--- src/rtl/arith_defs_pkg.sv ---
`default_nettype none
// ============================================================================
// Package     : arith_defs
// Description : Shared definitions for the serial arithmetic units: the
//               sequencer state encoding and a counter-width helper.
// Revision    : 1.0 - initial release
// ============================================================================
package arith_defs;

  // State encodings for the start/busy/done sequencer
  localparam logic [1:0] ST_IDLE = 2'd0;
  localparam logic [1:0] ST_RUN  = 2'd1;
  localparam logic [1:0] ST_DONE = 2'd2;

  typedef enum logic [1:0] {
    IDLE = ST_IDLE,
    RUN  = ST_RUN,
    DONE = ST_DONE
  } state_t;

  // Smallest r such that 2**r >= value; sizes a counter that must reach
  // value-1. Returns at least 1 so a counter is never zero bits wide.
  function automatic int clog2(input int value);
    int r;
    r = 1;
    for (int i = 1; i < 31; i++) begin
      if ((32'sd1 << i) < value) begin
        r = i + 1;
      end
    end
    return r;
  endfunction

endpackage : arith_defs
`default_nettype wire

--- src/rtl/full_subtractor.sv ---
`default_nettype none
// ============================================================================
// Module      : full_subtractor
// Description : Combinational 1-bit full subtractor, d = x - y - bin with
//               borrow-out. Subtract-direction twin of the 1-bit full adder.
// Revision    : 1.0 - initial release
// ============================================================================
module full_subtractor (
  input  logic x,
  input  logic y,
  input  logic bin,
  output logic d,
  output logic bout
);

  // Difference bit is the parity of all three inputs; a borrow is produced
  // when y exceeds x, or when x equals y and a borrow is already pending.
  always_comb begin
    d    = x ^ y ^ bin;
    bout = (~x & y) | (~(x ^ y) & bin);
  end

endmodule : full_subtractor
`default_nettype wire

--- src/rtl/serial_subtractor.sv ---
`default_nettype none
// ============================================================================
// Module      : serial_subtractor
// Description : Bit-serial LSB-first subtractor, diff = a - b - bin over
//               WIDTH cycles with a single 1-bit cell and a borrow flop.
//               start/busy/done handshake; results held until the next
//               operation completes.
// Revision    : 1.0 - initial release
// ============================================================================
module serial_subtractor
  import arith_defs::*;
#(
  parameter int WIDTH = 8
) (
  input  logic             clk,
  input  logic             rst,
  input  logic             start,
  input  logic [WIDTH-1:0] a,
  input  logic [WIDTH-1:0] b,
  input  logic             bin,
  output logic             busy,
  output logic             done,
  output logic [WIDTH-1:0] diff,
  output logic             bout,
  output logic             ovf,
  output logic             zero
);

  localparam int CNT_W = clog2(WIDTH);
  localparam logic [CNT_W-1:0] CNT_LAST = CNT_W'(WIDTH - 1);

  // Sequencer
  state_t state_q, state_d;

  // Datapath working registers
  logic [WIDTH-1:0] a_sr_q, a_sr_d;
  logic [WIDTH-1:0] b_sr_q, b_sr_d;
  logic [WIDTH-1:0] diff_sr_q, diff_sr_d;
  logic             borrow_q, borrow_d;
  logic [CNT_W-1:0] cnt_q, cnt_d;
  logic             a_msb_q, a_msb_d;
  logic             b_msb_q, b_msb_d;

  // Result registers, visible at the ports
  logic [WIDTH-1:0] diff_q, diff_d;
  logic             bout_q, bout_d;
  logic             ovf_q, ovf_d;
  logic             zero_q, zero_d;
  logic             done_q, done_d;

  // Cell outputs
  logic cell_d;
  logic cell_bout;

  full_subtractor u_cell (
    .x    (a_sr_q[0]),
    .y    (b_sr_q[0]),
    .bin  (borrow_q),
    .d    (cell_d),
    .bout (cell_bout)
  );

  // Next-state and datapath update; every register holds by default
  always_comb begin
    state_d   = state_q;
    a_sr_d    = a_sr_q;
    b_sr_d    = b_sr_q;
    diff_sr_d = diff_sr_q;
    borrow_d  = borrow_q;
    cnt_d     = cnt_q;
    a_msb_d   = a_msb_q;
    b_msb_d   = b_msb_q;
    diff_d    = diff_q;
    bout_d    = bout_q;
    ovf_d     = ovf_q;
    zero_d    = zero_q;
    done_d    = 1'b0;

    unique case (state_q)
      IDLE: begin
        if (start) begin
          a_sr_d   = a;
          b_sr_d   = b;
          borrow_d = bin;
          a_msb_d  = a[WIDTH-1];
          b_msb_d  = b[WIDTH-1];
          cnt_d    = '0;
          state_d  = RUN;
        end
      end

      RUN: begin
        // One bit per cycle; the difference fills from the MSB end so the
        // first (LSB) result bit lands at position 0 after WIDTH shifts.
        a_sr_d    = a_sr_q >> 1;
        b_sr_d    = b_sr_q >> 1;
        diff_sr_d = {cell_d, diff_sr_q[WIDTH-1:1]};
        borrow_d  = cell_bout;
        cnt_d     = cnt_q + 1'b1;
        if (cnt_q == CNT_LAST) begin
          state_d = DONE;
        end
      end

      DONE: begin
        // Publish the finished result. Signed overflow is only possible
        // when the operand signs differ and the result sign disagrees with
        // the minuend; the borrow-in never creates overflow on its own.
        done_d = 1'b1;
        diff_d = diff_sr_q;
        bout_d = borrow_q;
        zero_d = (diff_sr_q == '0);
        ovf_d  = (a_msb_q != b_msb_q) && (diff_sr_q[WIDTH-1] != a_msb_q);
        if (start) begin
          a_sr_d   = a;
          b_sr_d   = b;
          borrow_d = bin;
          a_msb_d  = a[WIDTH-1];
          b_msb_d  = b[WIDTH-1];
          cnt_d    = '0;
          state_d  = RUN;
        end else begin
          state_d = IDLE;
        end
      end

      default: begin
        state_d = IDLE;
      end
    endcase
  end

  // State and datapath registers with asynchronous clear
  always_ff @(posedge clk or posedge rst) begin
    if (rst) begin
      state_q   <= IDLE;
      a_sr_q    <= '0;
      b_sr_q    <= '0;
      diff_sr_q <= '0;
      borrow_q  <= 1'b0;
      cnt_q     <= '0;
      a_msb_q   <= 1'b0;
      b_msb_q   <= 1'b0;
    end else begin
      state_q   <= state_d;
      a_sr_q    <= a_sr_d;
      b_sr_q    <= b_sr_d;
      diff_sr_q <= diff_sr_d;
      borrow_q  <= borrow_d;
      cnt_q     <= cnt_d;
      a_msb_q   <= a_msb_d;
      b_msb_q   <= b_msb_d;
    end
  end

  // Result registers and done pulse with asynchronous clear
  always_ff @(posedge clk or posedge rst) begin
    if (rst) begin
      diff_q <= '0;
      bout_q <= 1'b0;
      ovf_q  <= 1'b0;
      zero_q <= 1'b0;
      done_q <= 1'b0;
    end else begin
      diff_q <= diff_d;
      bout_q <= bout_d;
      ovf_q  <= ovf_d;
      zero_q <= zero_d;
      done_q <= done_d;
    end
  end

  // Port drive
  always_comb begin
    busy = (state_q == RUN);
    done = done_q;
    diff = diff_q;
    bout = bout_q;
    ovf  = ovf_q;
    zero = zero_q;
  end

endmodule : serial_subtractor
`default_nettype wire

--- config.mk ---
export PLATFORM = sky130hd
export DESIGN_NAME = serial_subtractor
export DESIGN_NICKNAME = d
export VERILOG_FILES = /design/src/rtl/arith_defs_pkg.sv /design/src/rtl/full_subtractor.sv /design/src/rtl/serial_subtractor.sv
export SDC_FILE = /design/constraint.sdc
export NUM_CORES = 1
export LEC_CHECK = 0
export ABC_CLOCK_PERIOD_IN_PS = 1170
export CAP_MARGIN = 40
export CORE_MARGIN = 4
export CORE_UTILIZATION = 31
export DETAILED_ROUTE_END_ITERATION = 7
export PLACE_DENSITY = 0.61
export SLEW_MARGIN = 40
export SYNTH_ARGS = -nofsm -noshare
export SYNTH_HDL_FRONTEND = slang
export SYNTH_SLANG_ARGS = --single-unit
--- constraint.sdc ---
create_clock -name clk -period 1.17 [get_ports clk]
set_input_delay 0.234 -clock clk [delete_from_list [all_inputs] [get_ports clk]]
set_output_delay 0.234 -clock clk [all_outputs]
set_load 0.02 [all_outputs]
==> key figures <==
STA
  • Tcrit/Tclk final: 1.120
  • Fmax: 762.9 MHz
  • RSZ-0062 raised after global routing: yes
  • Setup TNS Final: -3.015 ns
  • Max-slew headroom: 0.8257
  • Max Slew Vio Count: 0
  • Worst slew pin tran: 0.2590 ns
  • Tmin final: 1.311 ns
  • Setup Skew: 0.007332 ns
  • Final WS setup: -0.1407 ns
  • Final-report hold violation count: 0
  • Final setup vio count: 30

Final layout
  • Fill count: 586
  • Ant diodes: 0
  • Final Util: 0.4667
  • Final net count: 251
  • Final non-filler cell total: 304
  • Layout cell share with drive strength beyond 1: 0.3799
  • Area taken by multi-input logic gates: 909.6 um^2
  • Reg area: 0.001101 mm^2
  • Area delta synth->final: 42.75%

Drt
  • Antenna Violating Nets Remaining: 0
  • Pre-Repair DR Iteration Count: 4
  • DR WL/cell: 13.94 um
  • # DRC: 0
  • Vias post-DR: 1408
  • WL final: 4239 um
  • Vias per Instance: 4.632
  • Detailed Route Iter0 Violations: 37

Floorplan
  • Initial Util: 0.3270
  • Chip Height: 88.19 um
  • # IOs: 33
  • Die X-Extent: 88.19 um
  • Die area: 0.007777 mm^2
  • FP Rows: 28
  • Core area: 0.006096 mm^2

Synth
  • Area share of and/or/nand/nor cells after synthesis: 0.1456
  • Compound-cell area share of the yosys netlist: 0.08286
  • Combinational family with the most area after synthesis: simple AND/OR/NAND/NOR gates
  • Unique cell type count in the Yosys netlist: 25
  • Xor/xnor share of the synthesized area: 0
  • Post-synthesis mux area share: 0.1412
  • Post-Synthesis Cell Area: 0.001993 mm^2
  • Warnings, synthesis: 0
  • Sequential area share after synthesis: 0.5524
  • #FFs+latches synth: 44
  • Post-Synth Adder-Cell Area: 0.02260
  • Mapped Cells: 175
  • Syn avg cell area: 11.39 um^2
  • Synthesized Nets: 198

Power and ir drop
  • VDD IR max: 1.451 mV
  • Cell Pwr Density: 2626 mW/mm^2
  • Lkg Pwr: 1.399 nW
  • Combinational cell fraction of total power: 0.485
  • Sw Ratio: 0.3772
  • Overall power: 7.471 mW
  • Psw: 2.818 mW
  • Clock power share: 0.156
  • Internal power: 4.653 mW
  • Seq pwr share: 0.359

Status
  • Failing checks: negative setup slack
  • Outcome: complete, but fails checks

Setup path
  • Crit path required time: 1.36 ns
  • Worst R2R Start: state_q[0]$_DFFE_PP0P_
  • Critical-path maximum fanout: 4
  • Critical setup path kind: flop to flop
  • Crit path DAT: 1.51 ns
  • Worst setup EP type: flop
  • R2R setup slack: -0.14 ns
  • Critical path launch point type: flop
  • Reg2Reg Depth: 6
  • R2R Path End: b_sr_q[2]$_DFFE_PP0P_

Worst hold path
  • Type of the most critical hold path: input port to asynchronous set/reset pin

Place
  • Placed Cells: 289
  • Port bufs: 32
  • Routability cong.: 0.7821
  • DP Worst Slack: -0.2945 ns
  • Dpl hpwl: 2732 um

CTS
  • Clock Latency Late Sink: 0.30 ns
  • CTS tree: done
  • Worst-path clk slew: 0.09 ns
  • # H-tree levels: 2
  • Max Root-Sink Buffers: 2
  • Clock root buffer master: clkbuf_8
  • Inserted Clock Buffers: 5
  • CTS sink count: 44

GRT
  • Initial antenna violation count: 0
  • Gr ovfl total: 0
  • Vias in the first global route: 1393
  • Largest net degree at the start of global routing: 45
  • First-pass GRT wire length: 7017 um
  • GRT Total Usage: 0.1196

Flow run
  • Max-cap check violation count: 0
[Yosys cell counts, drive strengths merged]
library cell	count	area, um^2
a21oi	1	5.000
a22o	2	17.52
and2	1	6.260
and2b	1	7.510
and3b	1	8.760
buf	11	85.07
dfrtp	44	1101
fa	1	20.02
ha	2	25.02
inv	6	25.03
mux2	8	101.3
mux2i	18	180.2
nand2	34	127.6
nand2b	3	18.77
nand3	17	85.08
nor2	2	23.77
nor4	2	12.51
o21ai	21	142.6
[metrics by stage]
step,hold slack [ns],cell area [um^2]
2_1_floorplan,0.2382,2003
3_3_place_gp,0.4606,2511
3_5_place_dp,0.4694,2511
4_1_cts,0.3312,2711
5_1_grt,0.3459,2845
6_report,0.3255,2845
[how the worst max path moves through the flow]
stage,cells after the start,slack [ns],endpoint,start
2_1_floorplan,4,-0.02,diff[0]$_DFFE_PP0N_,state_q[0]$_DFFE_PP0P_
5_1_grt,5,-0.19,borrow_q$_DFFE_PP0P_,state_q[0]$_DFFE_PP0P_
4_1_cts,4,-0.15,busy,state_q[0]$_DFFE_PP0P_
3_3_place_gp,5,-0.27,cnt_q[1]$_DFFE_PP0P_,start
6_report,6,-0.14,b_sr_q[2]$_DFFE_PP0P_,state_q[0]$_DFFE_PP0P_
3_5_place_dp,5,-0.29,cnt_q[2]$_DFFE_PP0P_,start
[metal layers]
layer	wire, um	GRT usage	part of all wire
met5	0	0	0
met1	2057	0.1765	0.49
met4	35	0.02885	0.0083
met2	1866	0.1672	0.44
met3	279	0.04233	0.066
[cell type report]
class	count	area share
Multi-Input combinational cell	114	0.3197
Clock inverter	3	0.01495
Timing Repair Buffer	57	0.2111
Inverter	6	0.01011
Clock buffer	5	0.02419
Tap cell	75	0.03298
Sequential cell	44	0.3870
[cells in the final DEF (no fill, tap or decap), types with 2 or more instances in the layout]
cell type	instances
a22o_1	2
buf_12	4
buf_16	2
buf_2	12
buf_4	10
buf_6	8
clkbuf_16	2
clkbuf_8	5
clkdlybuf4s50_1	19
clkinvlp_4	2
dfrtp_1	44
ha_1	2
inv_1	3
mux2_4	7
mux2i_1	18
nand2_1	32
nand2_2	2
nand2b_4	3
nand3_1	7
nand3_2	7
nand3_4	3
nor4_1	2
o21ai_0	5
o21ai_1	3
o21ai_2	13
[power groups by stage]
stage	registers [mW]	clock network, mW	logic [mW]
floorplan	2.78	0	1.97
global placement	2.64	0	3.17
detailed placement	2.66	0	3.22
CTS	2.65	1.21	3.42
global route	2.79	1.29	3.98
finish	2.68	1.17	3.62
[timing repair]
action | CTS | global route
setup endpoints to repair | 39 | 39
gates resized for setup | 76 | 20
hold buffers | 0 | 0
pin swaps | 6 | 2
cloned | 2 | 2
setup buffers | 2 | 1
[registers in the layout, indices dropped and copies added, names as in the netlist]
signal	cells
b_sr_q	8
cnt_q	3
borrow_q	1
a_msb_q	1
bout	1
ovf	1
state_q	2
zero	1
done	1
diff	8
a_sr_q	8
diff_sr_q	8
b_msb_q	1
[worst max-delay path, cell delays in order (launching register included)]
cell       delay, ns
dfrtp_1         0.41
buf_6           0.14
buf_6           0.11
nand2b_4        0.20
clkbuf_16       0.19
nand3_1         0.09
o21ai_2         0.05
[logic make-up after synthesis]
| kind of cell | count (synthesis) |
|---|---|
| AND/OR/NAND/NOR | 61 |
| buffers and inverters | 17 |
| multiplexers | 26 |
| flip-flops | 44 |
| adder cells (fa/ha/maj) | 3 |
| AO/OA/AOI/OAI | 24 |
Note: power is estimated with default switching activity, not from simulation.
